--- src/rtl/sensors_pkg.sv ---
// Shared types and width helpers for the sensor aggregator and its divider.
package sensors_pkg;

  typedef enum logic [1:0] {IDLE, ACCUM, DIV, OUT} state_t;

  function automatic int clog2(input int v);
    int r;
    r = 0;
    while ((1 << r) < v) r = r + 1;
    return r;
  endfunction

  localparam int NUM_SENSORS_DEF = 4;
  localparam int W_DEF           = 8;
  localparam int SUM_W           = W_DEF + clog2(NUM_SENSORS_DEF);
  localparam int CNT_W           = clog2(NUM_SENSORS_DEF + 1);

endpackage

--- src/rtl/sensors_aggregator_if.sv ---
// Sample-in / result-out handshake bundle between the sensor front-end and the aggregator.
interface sensors_aggregator_if #(
  parameter int NUM_SENSORS = 4,
  parameter int W           = 8,
  parameter int CNT_W       = 3
);
  logic                     in_valid;
  logic                     in_ready;
  logic [NUM_SENSORS*W-1:0] sensors;
  logic                     out_valid;
  logic                     out_ready;
  logic [W-1:0]             height;
  logic [CNT_W-1:0]         valid_count;
  logic                     err_no_valid;
  logic                     err_low_conf;

  modport master (
    output in_valid, sensors, out_ready,
    input  in_ready, out_valid, height, valid_count, err_no_valid, err_low_conf
  );

  modport slave (
    input  in_valid, sensors, out_ready,
    output in_ready, out_valid, height, valid_count, err_no_valid, err_low_conf
  );
endinterface

--- src/rtl/seq_divider.sv ---
// Unsigned restoring divider: loads on start, one quotient bit per cycle for DW cycles.
// done_o/quotient_o are valid combinationally in the final iteration cycle; divisor 0 yields 0.
module seq_divider
  import sensors_pkg::*;
#(
  parameter int DW = 10,
  parameter int VW = 3,
  parameter int QW = 8
) (
  input  logic          clk,
  input  logic          rst_n,
  input  logic          start_i,
  input  logic [DW-1:0] dividend_i,
  input  logic [VW-1:0] divisor_i,
  output logic          done_o,
  output logic [QW-1:0] quotient_o
);
  localparam int STW = (clog2(DW) < 1) ? 1 : clog2(DW);

  logic           busy_q;
  logic [STW-1:0] step_q;
  logic [DW-1:0]  rem_q, rem_d;
  logic [DW-1:0]  quo_q, quo_d;
  logic [VW-1:0]  dvs_q;
  logic [DW:0]    trial;
  logic           take;

  // Gating on a non-zero divisor makes every quotient bit 0 for divide-by-zero.
  always_comb begin
    trial = {rem_q, quo_q[DW-1]};
    take  = (dvs_q != '0) && (trial >= (DW+1)'(dvs_q));
    rem_d = take ? (trial[DW-1:0] - DW'(dvs_q)) : trial[DW-1:0];
    quo_d = {quo_q[DW-2:0], take};
  end

  assign done_o     = busy_q && (step_q == STW'(DW-1));
  assign quotient_o = quo_d[QW-1:0];

  always_ff @(posedge clk or negedge rst_n) begin
    if (!rst_n) begin
      busy_q <= 1'b0;
      step_q <= '0;
      rem_q  <= '0;
      quo_q  <= '0;
      dvs_q  <= '0;
    end else if (start_i) begin
      busy_q <= 1'b1;
      step_q <= '0;
      rem_q  <= '0;
      quo_q  <= dividend_i;
      dvs_q  <= divisor_i;
    end else if (busy_q) begin
      busy_q <= !done_o;
      step_q <= step_q + 1'b1;
      rem_q  <= rem_d;
      quo_q  <= quo_d;
    end
  end
endmodule

--- src/rtl/sensors_aggregator.sv ---
// Captures N readings, averages the non-zero ones (round half up) with a fixed-latency
// sequential divide, and holds the result with confidence flags until the consumer accepts it.
module sensors_aggregator
  import sensors_pkg::*;
#(
  parameter int NUM_SENSORS = 4,
  parameter int W           = 8,
  parameter int MIN_VALID   = 2
) (
  input  logic                 clk,
  input  logic                 rst_n,
  sensors_aggregator_if.slave  bus
);
  localparam int SW   = W + clog2(NUM_SENSORS);
  localparam int CW   = clog2(NUM_SENSORS + 1);
  localparam int IW   = (clog2(NUM_SENSORS) < 1) ? 1 : clog2(NUM_SENSORS);

  state_t                   state_q, state_d;
  logic [NUM_SENSORS*W-1:0] sample_q, sample_d;
  logic [IW-1:0]            idx_q, idx_d;
  logic [SW-1:0]            sum_q, sum_d;
  logic [CW-1:0]            cnt_q, cnt_d;
  logic [W-1:0]             height_q, height_d;
  logic [CW-1:0]            count_q, count_d;
  logic                     nov_q, nov_d;
  logic                     low_q, low_d;
  logic [W-1:0]             reading;
  logic                     div_start, div_done;
  logic [SW-1:0]            dividend;
  logic [W-1:0]             div_quot;

  always_comb begin
    state_d   = state_q;
    sample_d  = sample_q;
    idx_d     = idx_q;
    sum_d     = sum_q;
    cnt_d     = cnt_q;
    height_d  = height_q;
    count_d   = count_q;
    nov_d     = nov_q;
    low_d     = low_q;
    div_start = 1'b0;
    reading   = sample_q[idx_q*W +: W];
    case (state_q)
      IDLE: if (bus.in_valid) begin
        sample_d = bus.sensors;
        idx_d    = '0;
        sum_d    = '0;
        cnt_d    = '0;
        state_d  = ACCUM;
      end
      ACCUM: begin
        if (reading != '0) begin
          sum_d = sum_q + SW'(reading);
          cnt_d = cnt_q + 1'b1;
        end
        idx_d = idx_q + 1'b1;
        // Divider is loaded with the final sum on the same edge as the last add.
        if (idx_q == IW'(NUM_SENSORS - 1)) begin
          div_start = 1'b1;
          state_d   = DIV;
        end
      end
      DIV: if (div_done) begin
        height_d = div_quot;
        count_d  = cnt_q;
        nov_d    = (cnt_q == '0);
        low_d    = (int'(cnt_q) < MIN_VALID);
        state_d  = OUT;
      end
      OUT: if (bus.out_ready) state_d = IDLE;
      default: state_d = IDLE;
    endcase
  end

  assign dividend = sum_d + SW'(cnt_d >> 1);

  seq_divider #(.DW(SW), .VW(CW), .QW(W)) u_div (
    .clk        (clk),
    .rst_n      (rst_n),
    .start_i    (div_start),
    .dividend_i (dividend),
    .divisor_i  (cnt_d),
    .done_o     (div_done),
    .quotient_o (div_quot)
  );

  always_ff @(posedge clk or negedge rst_n) begin
    if (!rst_n) begin
      state_q  <= IDLE;
      sample_q <= '0;
      idx_q    <= '0;
      sum_q    <= '0;
      cnt_q    <= '0;
      height_q <= '0;
      count_q  <= '0;
      nov_q    <= 1'b0;
      low_q    <= 1'b0;
    end else begin
      state_q  <= state_d;
      sample_q <= sample_d;
      idx_q    <= idx_d;
      sum_q    <= sum_d;
      cnt_q    <= cnt_d;
      height_q <= height_d;
      count_q  <= count_d;
      nov_q    <= nov_d;
      low_q    <= low_d;
    end
  end

  assign bus.in_ready     = (state_q == IDLE);
  assign bus.out_valid    = (state_q == OUT);
  assign bus.height       = height_q;
  assign bus.valid_count  = count_q;
  assign bus.err_no_valid = nov_q;
  assign bus.err_low_conf = low_q;
endmodule
--- src/flat_wrapper.sv ---
// flat-port wrapper written by rule: the top's interface ports become plain ports
module sensors_aggregator_flat import sensors_pkg::*;
#(
  parameter int NUM_SENSORS = 4,
  parameter int W           = 8,
  parameter int MIN_VALID   = 2
)
  (clk, rst_n, bus_in_valid, bus_sensors, bus_out_ready, bus_in_ready, bus_out_valid, bus_height, bus_valid_count, bus_err_no_valid, bus_err_low_conf);
  sensors_aggregator_if #(.NUM_SENSORS(NUM_SENSORS), .W(W)) bus_i ();
  input  logic clk;
  input  logic rst_n;
  input wire logic [$bits(bus_i.in_valid)-1:0] bus_in_valid;
  input wire logic [$bits(bus_i.sensors)-1:0] bus_sensors;
  input wire logic [$bits(bus_i.out_ready)-1:0] bus_out_ready;
  output wire logic [$bits(bus_i.in_ready)-1:0] bus_in_ready;
  output wire logic [$bits(bus_i.out_valid)-1:0] bus_out_valid;
  output wire logic [$bits(bus_i.height)-1:0] bus_height;
  output wire logic [$bits(bus_i.valid_count)-1:0] bus_valid_count;
  output wire logic [$bits(bus_i.err_no_valid)-1:0] bus_err_no_valid;
  output wire logic [$bits(bus_i.err_low_conf)-1:0] bus_err_low_conf;
  assign bus_i.in_valid = bus_in_valid;
  assign bus_i.sensors = bus_sensors;
  assign bus_i.out_ready = bus_out_ready;
  assign bus_in_ready = bus_i.in_ready;
  assign bus_out_valid = bus_i.out_valid;
  assign bus_height = bus_i.height;
  assign bus_valid_count = bus_i.valid_count;
  assign bus_err_no_valid = bus_i.err_no_valid;
  assign bus_err_low_conf = bus_i.err_low_conf;
  sensors_aggregator #(.NUM_SENSORS(NUM_SENSORS), .W(W), .MIN_VALID(MIN_VALID)) u_core (.clk(clk), .rst_n(rst_n), .bus(bus_i));
endmodule
--- config.mk ---
export PLATFORM = sky130hd
export DESIGN_NAME = sensors_aggregator_flat
export DESIGN_NICKNAME = d
export VERILOG_FILES = /design/src/rtl/sensors_pkg.sv /design/src/rtl/sensors_aggregator_if.sv /design/src/rtl/seq_divider.sv /design/src/rtl/sensors_aggregator.sv /design/src/flat_wrapper.sv
export SDC_FILE = /design/constraint.sdc
export NUM_CORES = 1
export LEC_CHECK = 0
export BUFFER_PORTS_ARGS = -buffer_cell sky130_fd_sc_hd__buf_4
export CAP_MARGIN = 20
export CORE_MARGIN = 5
export CORE_UTILIZATION = 59
export DETAILED_ROUTE_END_ITERATION = 10
export GPL_TIMING_DRIVEN = 0
export PLACE_DENSITY = 0.8
export SETUP_SLACK_MARGIN = 0.4
export SLEW_MARGIN = 5
export SYNTH_ARGS = -nofsm -noshare
export SYNTH_HDL_FRONTEND = slang
export SYNTH_SLANG_ARGS = --single-unit
--- constraint.sdc ---
create_clock -name clk -period 4.9 [get_ports clk]
set_input_delay 0.49 -clock clk [delete_from_list [all_inputs] [get_ports clk]]
set_output_delay 0.49 -clock clk [all_outputs]
set_load 0.05 [all_outputs]
==> results.py <==
metrics = {
    "layout": {
        "num-nets-final": 545,
        "fill_cells": 642,
        "fin_area_um2": 5580,
        "areaGrowthSynthToFinish_pct": 15.2,
        "layout-drive-gt1-share_pct": 28.2,
        "antennaDiodeCount": 0,
        "fin_cells": 594,
    },
    "worst_setup_path": {
        "critPathMaxStageDelay_ns": 0.58,
        "crit_type": "reg2reg",
        "regToRegSetupSlack_ns": 0.74,
        "start_kind": "flop",
        "slowest_stage": "or4_4",
        "end_kind": "flop",
        "worstPathRequired_ns": 5.18,
        "arrival_ns": 4.44,
        "worstPathMaxFanout": 10,
        "cp_cell_sequence": "clkbuf_1, mux4_2, or4_4, or2_1, buf_6, buf_6, nand2_1, xor2_1, o21ai_0, ha_1, a21o_1, nand4_2, nor2_1, a21o_1, a31oi_1",
    },
    "die": {
        "initial_core_util_pct": 59.9,
        "die_area_um2": 10100,
        "num_rows": 33,
        "core_region_area_um2": 8090,
        "fp.dieH_um": 101,
        "fp.dieW_um": 101,
        "ios": 51,
    },
    "run": {
        "maxCapViolCount": 0,
    },
    "power_and_ir_drop": {
        "power_frac_comb_pct": 2.9,
        "clockPowerShare_pct": 39.8,
        "p_total_uw": 1300,
        "leakage_uw": 0.00266,
        "p_int_uw": 1000,
        "power_switching_uw": 295,
        "irDropWorstVdd_v": 0.000167,
        "power_density_nw_per_um2": 232,
        "switching_share_pct": 22.8,
        "power_frac_seq_pct": 57.2,
    },
    "placed_design": {
        "placedCellCount": 577,
        "place_ws_ns": 0.700,
        "hpwl_um": 7070,
        "gp_routability_congestion": 0.829,
        "portBuffers": 50,
        "dpl_cell_area_um2": 5350,
    },
    "sta": {
        "totalNegativeSetupSlack_ns": 0,
        "post-route-period-util_pct": 84.9,
        "min_period_ns": 4.16,
        "finalSetupViolCount": 0,
        "clock.fmax_mhz": 240,
        "slew_viol_final": 0,
        "rsz0062_at_grt": "no",
        "slew-limit-headroom_pct": 47.4,
        "clock_skew_ns": 0.00972,
        "finalWorstSetupSlack_ns": 0.741,
        "worst_pin_slew_ns": 0.780,
        "hold_viol_final": 0,
    },
    "cts": {
        "clock-root-buffer": "clkbuf_8",
        "clk_path_buf_depth": 2,
        "htreeDepth": 3,
        "holdBufCountCts": 0,
        "cts_setup_buffers": 0,
        "numCtsBuffers": 9,
        "clk_pin_slew_ns": 0.10,
        "tritoncts": "built",
        "cts.repair.resized": 0,
        "cts_sinks": 90,
        "insertion_delay_ns": 0.36,
    },
    "drt": {
        "wire_per_inst_um": 16.0,
        "vias_per_cell": 5.64,
        "drc": 0,
        "routed_wl_um": 9480,
        "vias": 3349,
        "drt-initial-drc-count": 110,
        "detailedRoute.firstPassIterationCount": 4,
        "drt.antenna.violating_nets": 0,
    },
    "logic_synthesis": {
        "ys_types": 63,
        "ys_ff_latch": 90,
        "synth_commonest_cells": "dfrtp_1, mux2_2, nand2_1",
        "synth.cell_area_um2": 4850,
        "avgSynthCellArea_um2": 11.5,
        "synth_most_common_cell": "dfrtp_1",
        "synthArstFlopShare_pct": 100,
        "synthCells": 422,
        "synth_top_area_share_pct": 46.5,
        "yosysTopAreaCell": "dfrtp_1",
        "synthesis.nets": 483,
        "yosysWarnings": 0,
        "synth_edf_count": 0,
        "synth_ff_type": "dfrtp_1",
        "ys_seq_area_share_pct": 46.5,
        "synthTopCellsByArea": "dfrtp_1, mux2_2, ha_1",
    },
    "global_routing": {
        "overflow": 0,
        "first_global_vias": 3434,
        "grt_pass1_wl_um": 16300,
        "antenna_found_initial": 0,
        "grtUsageTotal_pct": 20.2,
        "grt_max_degree": 91,
    },
    "min_path": {
        "min_path_type": "in2async",
    },
    "status": {
        "status": "finished clean",
    },
}
-- power groups by stage --
stage                     sequential (uW)  clock [uW]  combinational [uW]
after floorplan                       757           0               0.449
after global placement                757           0                35.9
after detailed placement              757           0                36.7
after CTS                             742         529                36.9
after global routing                  742         560                43.0
final                                 742         516                38.1
-- kinds of logic after synthesis --
| group | share of synthesized area [%] |
|---|---|
| AOI/OAI and AO/OA | 11.6 |
| xor gates and xnor gates | 3.80 |
| adders and majority gates | 6.92 |
| buffers and inverters | 3.72 |
| DFF | 46.5 |
| muxes | 17.1 |
| and+or+nand+nor | 10.4 |
-- layout by cell type, fill, tap and decap left out, types with 3 or more instances in the layout --
master    synthesis  final
clkinv_4          0      3
buf_1             4      4
xor2_1            7      7
ha_1             22     22
buf_4             0     50
clkbuf_8          0      9
dfrtp_1          90     90
o21ai_1           3      3
nor2_1           21     21
o22ai_1           3      3
mux2_2           45     45
or3_1             4      4
nand3_1           4      4
a211oi_1          9      9
mux4_1            3      3
buf_6             3      3
xnor2_1          14     14
fa_1              3      3
o21ai_0          25     25
inv_1            22     22
mux4_2            5      5
a21oi_1           4      4
clkbuf_1         12     12
a21o_1            3      3
nand4_1           3      3
nand2b_1          5      5
nand2_1          41     41
mux2i_1          13     13
nor3_1            7      7
-- metal layers --
layer,global-route usage [%],vias to the layer above,part of all wire [%]
met4,6.84,0,1.3
met2,34.9,43,52
li1,-,1631,-
met1,25.6,1663,44
met5,0,-,0
met3,3.53,12,2.8
-- final timing paths --
kind / startpoint / to / cells after the start
hold / removal: rst_n / u_core.u_div.rem_q[6] / 1
hold reg to reg: u_core.bus.err_low_conf / u_core.bus.err_low_conf / 2
setup reg to reg: u_core.idx_q[1] / u_core.u_div.quo_q[9] / 15
max in group asynchronous: rst_n / u_core.sum_q[9] / 2
setup / recovery: u_core.idx_q[1] / u_core.u_div.quo_q[9] / 15
min in group clk: bus_sensors[24] / u_core.sample_q[24] / 2
-- layout make-up --
type | instances | area, um^2 | area share, %
clock buffers | 9 | 124 | 2.22
flip-flops and latches | 90 | 2250 | 40.3
inverters | 23 | 86.3 | 1.55
repair buffers | 51 | 403 | 7.22
well taps | 105 | 131 | 2.35
multi-input cells | 290 | 2410 | 43.2
plain buffers | 19 | 93.8 | 1.68
clock inverters | 7 | 77.6 | 1.39
-- stage by stage --
step                      util [%]  hold WS (ns)
after floorplan                  -         0.194
after global placement        66.1         0.462
after detailed placement      66.1         0.475
after CTS                     68.6         0.343
after global routing          69.0       0.00547
final                         69.0       0.00348
-- sequential cells by signal, indices dropped and copies added (netlist names), 3 cells and up --
signal	flops
u_core.bus.height	8
u_core.bus.valid_count	3
u_core.cnt_q	3
u_core.sample_q	32
u_core.sum_q	10
u_core.u_div.dvs_q	3
u_core.u_div.quo_q	10
u_core.u_div.rem_q	10
u_core.u_div.step_q	4
-- worst max-delay path, delay by kind of cell (launching register included) --
kind                       cells  cell delay [ns]
DFF                            1             0.36
and+or+nand+nor                5             1.11
buffers and inverters          3             0.70
xor gates and xnor gates       1             0.06
adders and majority gates      1             0.35
AOI/OAI and AO/OA              4             1.07
muxes                          1             0.44
No activity file was read; power rests on OpenSTA's default activity.
